$ cat config.mk
export PLATFORM = sky130hd
export DESIGN_NAME = soc_addr_map_unit
export DESIGN_NICKNAME = d
export VERILOG_FILES = /design/src/rtl/soc_addr_map_unit.sv
export SDC_FILE = /design/constraint.sdc
export NUM_CORES = 2
export LEC_CHECK = 0
export CAP_MARGIN = 20
export CORE_AREA = 2 2 423 466
export DETAILED_ROUTE_END_ITERATION = 8
export DIE_AREA = 0 0 425 468
export GPL_TIMING_DRIVEN = 0
export PLACE_DENSITY = 0.7
export SETUP_SLACK_MARGIN = 0.02
export SLEW_MARGIN = 20
export SYNTH_ARGS = -nofsm -noshare
export SYNTH_HDL_FRONTEND = slang
export SYNTH_SLANG_ARGS = --single-unit
$ cat constraint.sdc
create_clock -name clk_i -period 45.7 [get_ports clk_i]
set_input_delay 4.57 -clock clk_i [delete_from_list [all_inputs] [get_ports clk_i]]
set_output_delay 4.57 -clock clk_i [all_outputs]
set_load 0.1 [all_outputs]
$ cat src/rtl/soc_addr_map_unit.sv
// soc_addr_map_unit: runtime-programmable SoC address map.
// A register-backed rule table (base/length/ctrl per rule) translates lookup
// addresses into a target slave index plus exec/cached/idem attributes via a
// 2-stage valid/ready pipeline. A sticky lock freezes the table after boot.
//
// Ports:
//   clk_i, rst_i          clock, asynchronous active-high reset
//   cfg_req_i/we_i        config strobe / write enable
//   cfg_addr_i            {rule index, field[1:0]}; index NrRules = lock register
//   cfg_wdata_i           config write data
//   cfg_rvalid_o          response one cycle after each cfg_req_i
//   cfg_rdata_o/err_o     read data / error, qualified by cfg_rvalid_o
//   locked_o              table locked
//   lkp_valid_i/ready_o   lookup request handshake, lkp_addr_i address
//   res_valid_o/ready_i   result handshake
//   res_target_o/hit_o    matched target (DefaultTarget on miss) / hit flag
//   res_exec_o/cached_o/idem_o  attributes of the matched rule
module soc_addr_map_unit #(
  parameter int unsigned NrRules       = 8,
  parameter int unsigned AddrWidth     = 64,
  parameter int unsigned TgtWidth      = 3,
  parameter int unsigned DefaultTarget = 1,
  parameter logic [NrRules-1:0][63:0] RstBase = {
    64'h0, 64'h0, 64'h0, 64'h0001_0000,
    64'h0200_0000, 64'h0C00_0000, 64'h4000_0000, 64'h8000_0000},
  parameter logic [NrRules-1:0][63:0] RstLength = {
    64'h0, 64'h0, 64'h1000, 64'h1_0000,
    64'hC_0000, 64'h3FF_FFFF, 64'h1000_0000, 64'h4000_0000},
  parameter logic [NrRules-1:0][15:0] RstCtrl = {
    16'h0000, 16'h0000, 16'h050B, 16'h040F,
    16'h0309, 16'h0209, 16'h0109, 16'h000F}
) (
  input  logic                            clk_i,
  input  logic                            rst_i,
  input  logic                            cfg_req_i,
  input  logic                            cfg_we_i,
  input  logic [$clog2(NrRules+1)+1:0]    cfg_addr_i,
  input  logic [63:0]                     cfg_wdata_i,
  output logic                            cfg_rvalid_o,
  output logic [63:0]                     cfg_rdata_o,
  output logic                            cfg_err_o,
  output logic                            locked_o,
  input  logic                            lkp_valid_i,
  output logic                            lkp_ready_o,
  input  logic [AddrWidth-1:0]            lkp_addr_i,
  output logic                            res_valid_o,
  input  logic                            res_ready_i,
  output logic [TgtWidth-1:0]             res_target_o,
  output logic                            res_hit_o,
  output logic                            res_exec_o,
  output logic                            res_cached_o,
  output logic                            res_idem_o
);

  localparam int unsigned IdxW = $clog2(NrRules + 1);

  // Rule table
  logic [63:0]         base_q [NrRules];
  logic [63:0]         base_d [NrRules];
  logic [63:0]         len_q  [NrRules];
  logic [63:0]         len_d  [NrRules];
  logic [TgtWidth-1:0] tgt_q  [NrRules];
  logic [TgtWidth-1:0] tgt_d  [NrRules];
  logic [NrRules-1:0]  en_q, en_d, ex_q, ex_d, ca_q, ca_d, id_q, id_d;
  logic                lock_q, lock_d;

  // Config response
  logic                cfg_rvalid_q, cfg_rvalid_d;
  logic [63:0]         cfg_rdata_q, cfg_rdata_d;
  logic                cfg_err_q, cfg_err_d;

  // Pipeline
  logic                 s1_valid_q, s1_valid_d;
  logic [AddrWidth-1:0] s1_addr_q, s1_addr_d;
  logic                 s2_valid_q, s2_valid_d;
  logic                 s2_hit_q, s2_hit_d;
  logic [TgtWidth-1:0]  s2_tgt_q, s2_tgt_d;
  logic                 s2_ex_q, s2_ex_d, s2_ca_q, s2_ca_d, s2_id_q, s2_id_d;

  logic [IdxW-1:0]      cfg_idx;
  logic [1:0]           cfg_fld;
  logic                 idx_is_lock, idx_is_rule;
  logic                 s1_advance_c;
  logic [63:0]          addr64;
  logic [NrRules-1:0]   match;
  logic                 m_hit, m_ex, m_ca, m_id;
  logic [TgtWidth-1:0]  m_tgt;

  assign cfg_idx     = cfg_addr_i[IdxW+1:2];
  assign cfg_fld     = cfg_addr_i[1:0];
  assign idx_is_lock = (cfg_idx == IdxW'(NrRules));
  assign idx_is_rule = (cfg_idx < IdxW'(NrRules));

  // Config decode: table/lock updates and the registered response
  always_comb begin
    base_d       = base_q;
    len_d        = len_q;
    tgt_d        = tgt_q;
    en_d         = en_q;
    ex_d         = ex_q;
    ca_d         = ca_q;
    id_d         = id_q;
    lock_d       = lock_q;
    cfg_rvalid_d = cfg_req_i;
    cfg_rdata_d  = '0;
    cfg_err_d    = 1'b0;
    if (cfg_req_i) begin
      if (idx_is_lock) begin
        if (cfg_fld != 2'd0) begin
          cfg_err_d = 1'b1;
        end else if (cfg_we_i) begin
          if (lock_q) cfg_err_d = 1'b1;
          else if (cfg_wdata_i[0]) lock_d = 1'b1;
        end else begin
          cfg_rdata_d = {63'b0, lock_q};
        end
      end else if (!idx_is_rule || cfg_fld == 2'd3) begin
        cfg_err_d = 1'b1;
      end else if (cfg_we_i && lock_q) begin
        cfg_err_d = 1'b1;
      end else begin
        for (int i = 0; i < NrRules; i++) begin
          if (cfg_idx == IdxW'(i)) begin
            if (cfg_we_i) begin
              case (cfg_fld)
                2'd0: base_d[i] = cfg_wdata_i;
                2'd1: len_d[i]  = cfg_wdata_i;
                default: begin
                  en_d[i]  = cfg_wdata_i[0];
                  ex_d[i]  = cfg_wdata_i[1];
                  ca_d[i]  = cfg_wdata_i[2];
                  id_d[i]  = cfg_wdata_i[3];
                  tgt_d[i] = cfg_wdata_i[8 +: TgtWidth];
                end
              endcase
            end else begin
              case (cfg_fld)
                2'd0: cfg_rdata_d = base_q[i];
                2'd1: cfg_rdata_d = len_q[i];
                default: begin
                  cfg_rdata_d[0]            = en_q[i];
                  cfg_rdata_d[1]            = ex_q[i];
                  cfg_rdata_d[2]            = ca_q[i];
                  cfg_rdata_d[3]            = id_q[i];
                  cfg_rdata_d[8 +: TgtWidth] = tgt_q[i];
                end
              endcase
            end
          end
        end
      end
    end
  end

  // Per-rule range compare; subtraction only taken when addr >= base so it never wraps
  assign addr64 = 64'(s1_addr_q);
  always_comb begin
    match = '0;
    for (int i = 0; i < NrRules; i++) begin
      match[i] = en_q[i] && (len_q[i] != 64'd0) && (addr64 >= base_q[i]) &&
                 ((addr64 - base_q[i]) < len_q[i]);
    end
  end

  // Priority encode: scan downward so the lowest matching index is applied last
  always_comb begin
    m_hit = 1'b0;
    m_tgt = TgtWidth'(DefaultTarget);
    m_ex  = 1'b0;
    m_ca  = 1'b0;
    m_id  = 1'b0;
    for (int i = NrRules - 1; i >= 0; i--) begin
      if (match[i]) begin
        m_hit = 1'b1;
        m_tgt = tgt_q[i];
        m_ex  = ex_q[i];
        m_ca  = ca_q[i];
        m_id  = id_q[i];
      end
    end
  end

  // Pipeline control
  assign s1_advance_c = !s2_valid_q || res_ready_i;
  assign lkp_ready_o  = !s1_valid_q || s1_advance_c;

  always_comb begin
    s1_valid_d = s1_valid_q;
    s1_addr_d  = s1_addr_q;
    s2_valid_d = s2_valid_q;
    s2_hit_d   = s2_hit_q;
    s2_tgt_d   = s2_tgt_q;
    s2_ex_d    = s2_ex_q;
    s2_ca_d    = s2_ca_q;
    s2_id_d    = s2_id_q;
    if (lkp_ready_o) begin
      s1_valid_d = lkp_valid_i;
      if (lkp_valid_i) s1_addr_d = lkp_addr_i;
    end
    if (s1_advance_c) begin
      s2_valid_d = s1_valid_q;
      if (s1_valid_q) begin
        s2_hit_d = m_hit;
        s2_tgt_d = m_tgt;
        s2_ex_d  = m_ex;
        s2_ca_d  = m_ca;
        s2_id_d  = m_id;
      end
    end
  end

  // State registers; reset reloads the table defaults and flushes the pipeline
  always_ff @(posedge clk_i or posedge rst_i) begin
    if (rst_i) begin
      for (int i = 0; i < NrRules; i++) begin
        base_q[i] <= RstBase[i];
        len_q[i]  <= RstLength[i];
        en_q[i]   <= RstCtrl[i][0];
        ex_q[i]   <= RstCtrl[i][1];
        ca_q[i]   <= RstCtrl[i][2];
        id_q[i]   <= RstCtrl[i][3];
        tgt_q[i]  <= RstCtrl[i][8 +: TgtWidth];
      end
      lock_q       <= 1'b0;
      cfg_rvalid_q <= 1'b0;
      cfg_rdata_q  <= '0;
      cfg_err_q    <= 1'b0;
      s1_valid_q   <= 1'b0;
      s1_addr_q    <= '0;
      s2_valid_q   <= 1'b0;
      s2_hit_q     <= 1'b0;
      s2_tgt_q     <= '0;
      s2_ex_q      <= 1'b0;
      s2_ca_q      <= 1'b0;
      s2_id_q      <= 1'b0;
    end else begin
      base_q       <= base_d;
      len_q        <= len_d;
      tgt_q        <= tgt_d;
      en_q         <= en_d;
      ex_q         <= ex_d;
      ca_q         <= ca_d;
      id_q         <= id_d;
      lock_q       <= lock_d;
      cfg_rvalid_q <= cfg_rvalid_d;
      cfg_rdata_q  <= cfg_rdata_d;
      cfg_err_q    <= cfg_err_d;
      s1_valid_q   <= s1_valid_d;
      s1_addr_q    <= s1_addr_d;
      s2_valid_q   <= s2_valid_d;
      s2_hit_q     <= s2_hit_d;
      s2_tgt_q     <= s2_tgt_d;
      s2_ex_q      <= s2_ex_d;
      s2_ca_q      <= s2_ca_d;
      s2_id_q      <= s2_id_d;
    end
  end

  assign cfg_rvalid_o = cfg_rvalid_q;
  assign cfg_rdata_o  = cfg_rdata_q;
  assign cfg_err_o    = cfg_err_q;
  assign locked_o     = lock_q;
  assign res_valid_o  = s2_valid_q;
  assign res_hit_o    = s2_hit_q;
  assign res_target_o = s2_tgt_q;
  assign res_exec_o   = s2_ex_q;
  assign res_cached_o = s2_ca_q;
  assign res_idem_o   = s2_id_q;

endmodule

# Word-level counts from Yosys, hierarchy flattened

Cells that the tools add are included.

Flip-flop bits (word level): 1,220
Output and inout port bits: 76

Add/sub/neg operators: 8
$lt $le $gt $ge: 17
Equality and inequality tests: 10
Mux-type cells: 107
Bitwise logic cells: 5
Reduce and logical (&&, ||, !) cells: 70

Operator list:

| cell                                                            | number |
|---|---|
| 64-bit 2-to-1 mux                                               | 24 |
| 53-bit one-hot mux with 2 select lines                          | 8 |
| 64-bit greater-or-equal comparator                              | 8 |
| 64-bit < comparator                                             | 8 |
| 64-bit nonzero test                                             | 8 |
| 64-bit subtractor                                               | 8 |
| 7-bit AND reduction                                             | 24 |
| 4-bit one-hot mux with 2 select lines                           | 16 |
| 3-bit one-hot mux with 2 select lines                           | 8 |
| 1-bit 2-to-1 mux                                                | 43 |
| 1-bit logical AND                                               | 25 |
| 3-bit 2-to-1 mux                                                | 8 |
| 4-bit by 3-bit == test with 1-bit output, second input constant | 4 |
| 4-bit by 2-bit == test with 1-bit output, second input constant | 2 |
| 1-bit inverter                                                  | 5 |
| 4-bit by 1-bit == test with 1-bit output, second input constant | 1 |
| 4-bit == test, second input constant                            | 1 |
| 4-bit logical NOT                                               | 1 |
| 4-bit < comparator, second input constant                       | 1 |
| 2-bit AND reduction                                             | 2 |
| 4-bit AND reduction                                             | 1 |
| 1-bit logical NOT                                               | 3 |
| 1-bit logical OR                                                | 3 |
| 2-bit by 1-bit == test with 1-bit output, second input constant | 1 |
| 4 further kinds                                                 | 4 |

# Depth between registers and ports, before layout

Depth after elaboration: 33
Depth in mapped cells: 29
Depth with buffers taken out: 27

# Worst setup path before layout

No wires, ideal clock.

Kind: input -> output
Start: input res_ready_i
End: output lkp_ready_o
Arrival: 5.397 ns
Required time: 41.130 ns
Setup slack: 35.733 ns
Stages: 1
Buffers on the path: 0
Cells stage by stage: nand3b_1

Longest elaborated chain between the ends: 2

Ends and longest elaborated chain:

| item             | line | source |
|---|---|---|
| start, declared  | 47   | `input logic res_ready_i,` |
| 1-bit logical OR | 184  | `assign s1_advance_c = !s2_valid_q \|\| res_ready_i;` |
| 1-bit logical OR | 185  | `assign lkp_ready_o = !s1_valid_q \|\| s1_advance_c;` |
| end, declared    | 44   | `output logic lkp_ready_o,` |

No other way between the ends.

# Final worst setup path

Ends and elaborated chain as after synthesis.

==> key figures <==
Status
  • Status: completed

Place
  • Cell Area, Placed: 104000 um^2
  • HPWL after DPL: 412000 um
  • Place WS: 34.72 ns
  • IO Port Bufs: 214
  • Gp weighted congestion: 1.20

Worst setup path
  • CP Data Required Time: 41.13 ns
  • Critical Path AT: 6.41 ns
  • Crit-path max cell delay: 1.17 ns
  • CP Cell Sequence: clkdlybuf4s50_1 -> nand3b_1 -> clkdlybuf4s50_1
  • WS Path Type: primary input to output pin
  • CP max-delay cell: clkdlybuf4s50_1
  • CP max FO: 3
  • CP Launch Type: primary input
  • Critical path endpoint category: output pin
  • CP dominant cell by count: clkdlybuf4s50_1

Route
  • WL per Instance: 35.4 um
  • Initial DRC Count: 13800
  • DR vias: 97000
  • Vias per cell: 6.77
  • DRC viols: 0
  • Final WL: 506000 um
  • Final antenna-violating net count: 0
  • Drt pass-1 iters: 9

Synth
  • Syn_nets: 12300
  • Synth Instances: 11100
  • Register area share after synthesis: 31.7%
  • Warnings from Yosys: 0
  • Post-synth cell types: 112
  • Syn Area/Cell: 8.70 um^2
  • Synth top area share: 30.0%
  • Mapped cell area: 96600 um^2
  • Synth area leader: dfrtp_1
  • Synth async-reset ratio: 100%
  • Top_reg_cell synth: dfrtp_1
  • EDFF count, synth: 0
  • Flops & latches, synth: 1220
  • Largest cells by area after synthesis: dfrtp_1, ha_1, mux2_2

Layout
  • Share of layout cells above drive strength 1: 9.72%
  • Most frequent cells in the layout: dfrtp_1, inv_1, o21ai_0, ha_1, nand2_1
  • Most common cell after layout, fill and taps aside: dfrtp_1
  • Design Area, Final: 109000 um^2
  • Layout net count: 12700
  • Area Growth Syn to Fin: 13.4%
  • Multi-input gate area in the final layout: 60200 um^2
  • Fillers: 18100
  • Seq. cell area: 30600 um^2

Global route
  • Gr ovfl total: 0
  • Antenna violations before repair: 69
  • Largest net degree at the start of global routing: 105
  • First-pass GRT wire length: 689000 um
  • Number of global-route vias before repair: 91800
  • GRT Total Usage: 49.5%

Timing
  • Final worst slack: 34.72 ns
  • RSZ-0062 raised after global routing: no
  • Final setup viols: 0
  • Crit path time final: 10.98 ns
  • Final Max Slew Viols: 0
  • Clk_skew: 0.0407 ns
  • Crit share post-route: 24.0%
  • Worst slew margin: 8.06%
  • Final Hold Fails: 0
  • Fmax: 91.0 MHz
  • Worst Tran Pin Value: 1.38 ns

Die
  • Core area: 194000 um^2
  • Die area: 199000 um^2
  • # IOs: 216
  • Die W: 425 um
  • Row cnt: 170
  • Starting Density: 49.7%
  • Die Y: 468 um

Clock tree
  • CTS root buf: clkbuf_16
  • Worst-skew pair later-pin latency: 0.88 ns
  • Sink Count: 1220
  • Setup Buffers After CTS: 0
  • Clock slew at reported path FFs: 0.06 ns
  • Num CTS Buffers: 150
  • Post_cts resized: 0
  • H-Tree Depth: 4
  • Post-CTS Hold Buffers: 0
  • CTS tree: built
  • Max clock buf depth: 3

Run
  • Max Cap Violations: 0

Power
  • Leak: 52.1 nW
  • Power Total: 4.08 mW
  • Maximum vdd drop: 0.0439 mV
  • Pwr dens: 37.2 nW/um^2

Min path
  • Worst hold-check path type: flop to flop
## critical path: cells and delay by family
family	cells	cell delay, ns
AND/OR/NAND/NOR	1	0.19
buffers and inverters	2	1.64
## metal layers
layer,GRT usage (%),up-vias,share of wire [%]
li1,-,40800,-
met1,57.3,47500,36
met2,69.5,6883,40
met3,22.3,1844,14
met4,41.5,38,9.8
met5,0,-,0.12
## flip-flops by register name (all words and copies together) (netlist names)
register,count
cfg_err_o,1
locked_o,1
cfg_rvalid_o,1
ex_q,8
en_q,8
res_exec_o,1
addr64,64
base_q,512
res_valid_o,1
res_idem_o,1
id_q,8
ca_q,8
res_target_o,3
len_q,512
res_cached_o,1
cfg_rdata_o,64
s1_valid_q,1
tgt_q,24
res_hit_o,1
## per-stage QoR
step	hold WS (ns)	instances	TNS [ns]	utilization (%)
after floorplan	0.471	11100	0	-
after CTS	0.511	14200	0	56.2
after global routing	0.530	14300	0	56.2
after global placement	0.487	13900	-9214.48	52.4
final	0.513	14300	0	56.3
after detailed placement	0.498	14000	0	53.4
## final timing paths
kind,from,endpoint,slack (ns),cells after the start
min in group asynchronous,rst_i,base_q[132]$_DFFE_PP0P_,4.17,2
max in group asynchronous,rst_i,addr64[42]$_DFFE_PP0P_,39.34,5
max,res_ready_i,lkp_ready_o,34.72,3
min reg2reg,base_q[446]$_DFFE_PP0P_,base_q[446]$_DFFE_PP0P_,0.51,1
max reg2reg,addr64[0]$_DFFE_PP0P_,res_target_o[0]$_DFFE_PP0P_,34.76,27
min,base_q[446]$_DFFE_PP0P_,base_q[446]$_DFFE_PP0P_,0.51,1
## where the power goes
group / switching (mW) / leakage [nW] / internal (mW) / total (mW)
combinational: 0.925 / 35.8 / 0.522 / 1.45
clock: 0.556 / 2.59 / 0.781 / 1.34
sequential: 0.147 / 13.7 / 1.15 / 1.29
## Yosys cell counts, drive strengths merged, types with 31 or more instances
cell type,number
dfrtp,1158
inv,1156
o21ai,1086
nand2,1021
ha,1016
a21oi,682
mux2,515
mux2i,513
nor2,492
a21o,471
clkbuf,448
xnor2,314
nand4,219
nor4,173
xor2,148
o22ai,133
nand3,129
nor3,102
o21bai,87
o21a,85
a211oi,78
nand2b,78
nor2b,77
and3,65
a22oi,63
dfstp,62
a222oi,57
o211ai,56
a31oi,54
buf,54
a21boi,34
and2,34
or3,33
o31ai,31
## cell families after synthesis
kind of cell    share of synthesized area [%]
buf+inv                                  6.51
compound gates                           20.5
simple gates                             12.4
flops                                    31.7
mux                                      11.4
xor+xnor                                 4.19
fa+ha+maj                                13.3
## area by class of cell
| type | count | share of cell area, % |
|---|---|---|
| multi-input cells | 8217 | 55.0 |
| flip-flops and latches | 1220 | 28.0 |
| inverters | 1157 | 3.97 |
| clock buffers | 213 | 3.94 |
| repair buffers | 300 | 3.25 |
| well taps | 2580 | 2.95 |
| plain buffers | 502 | 1.82 |
| clock inverters | 65 | 0.950 |
| diodes | 69 | 0.158 |
Note: power is estimated with default switching activity, not from simulation.
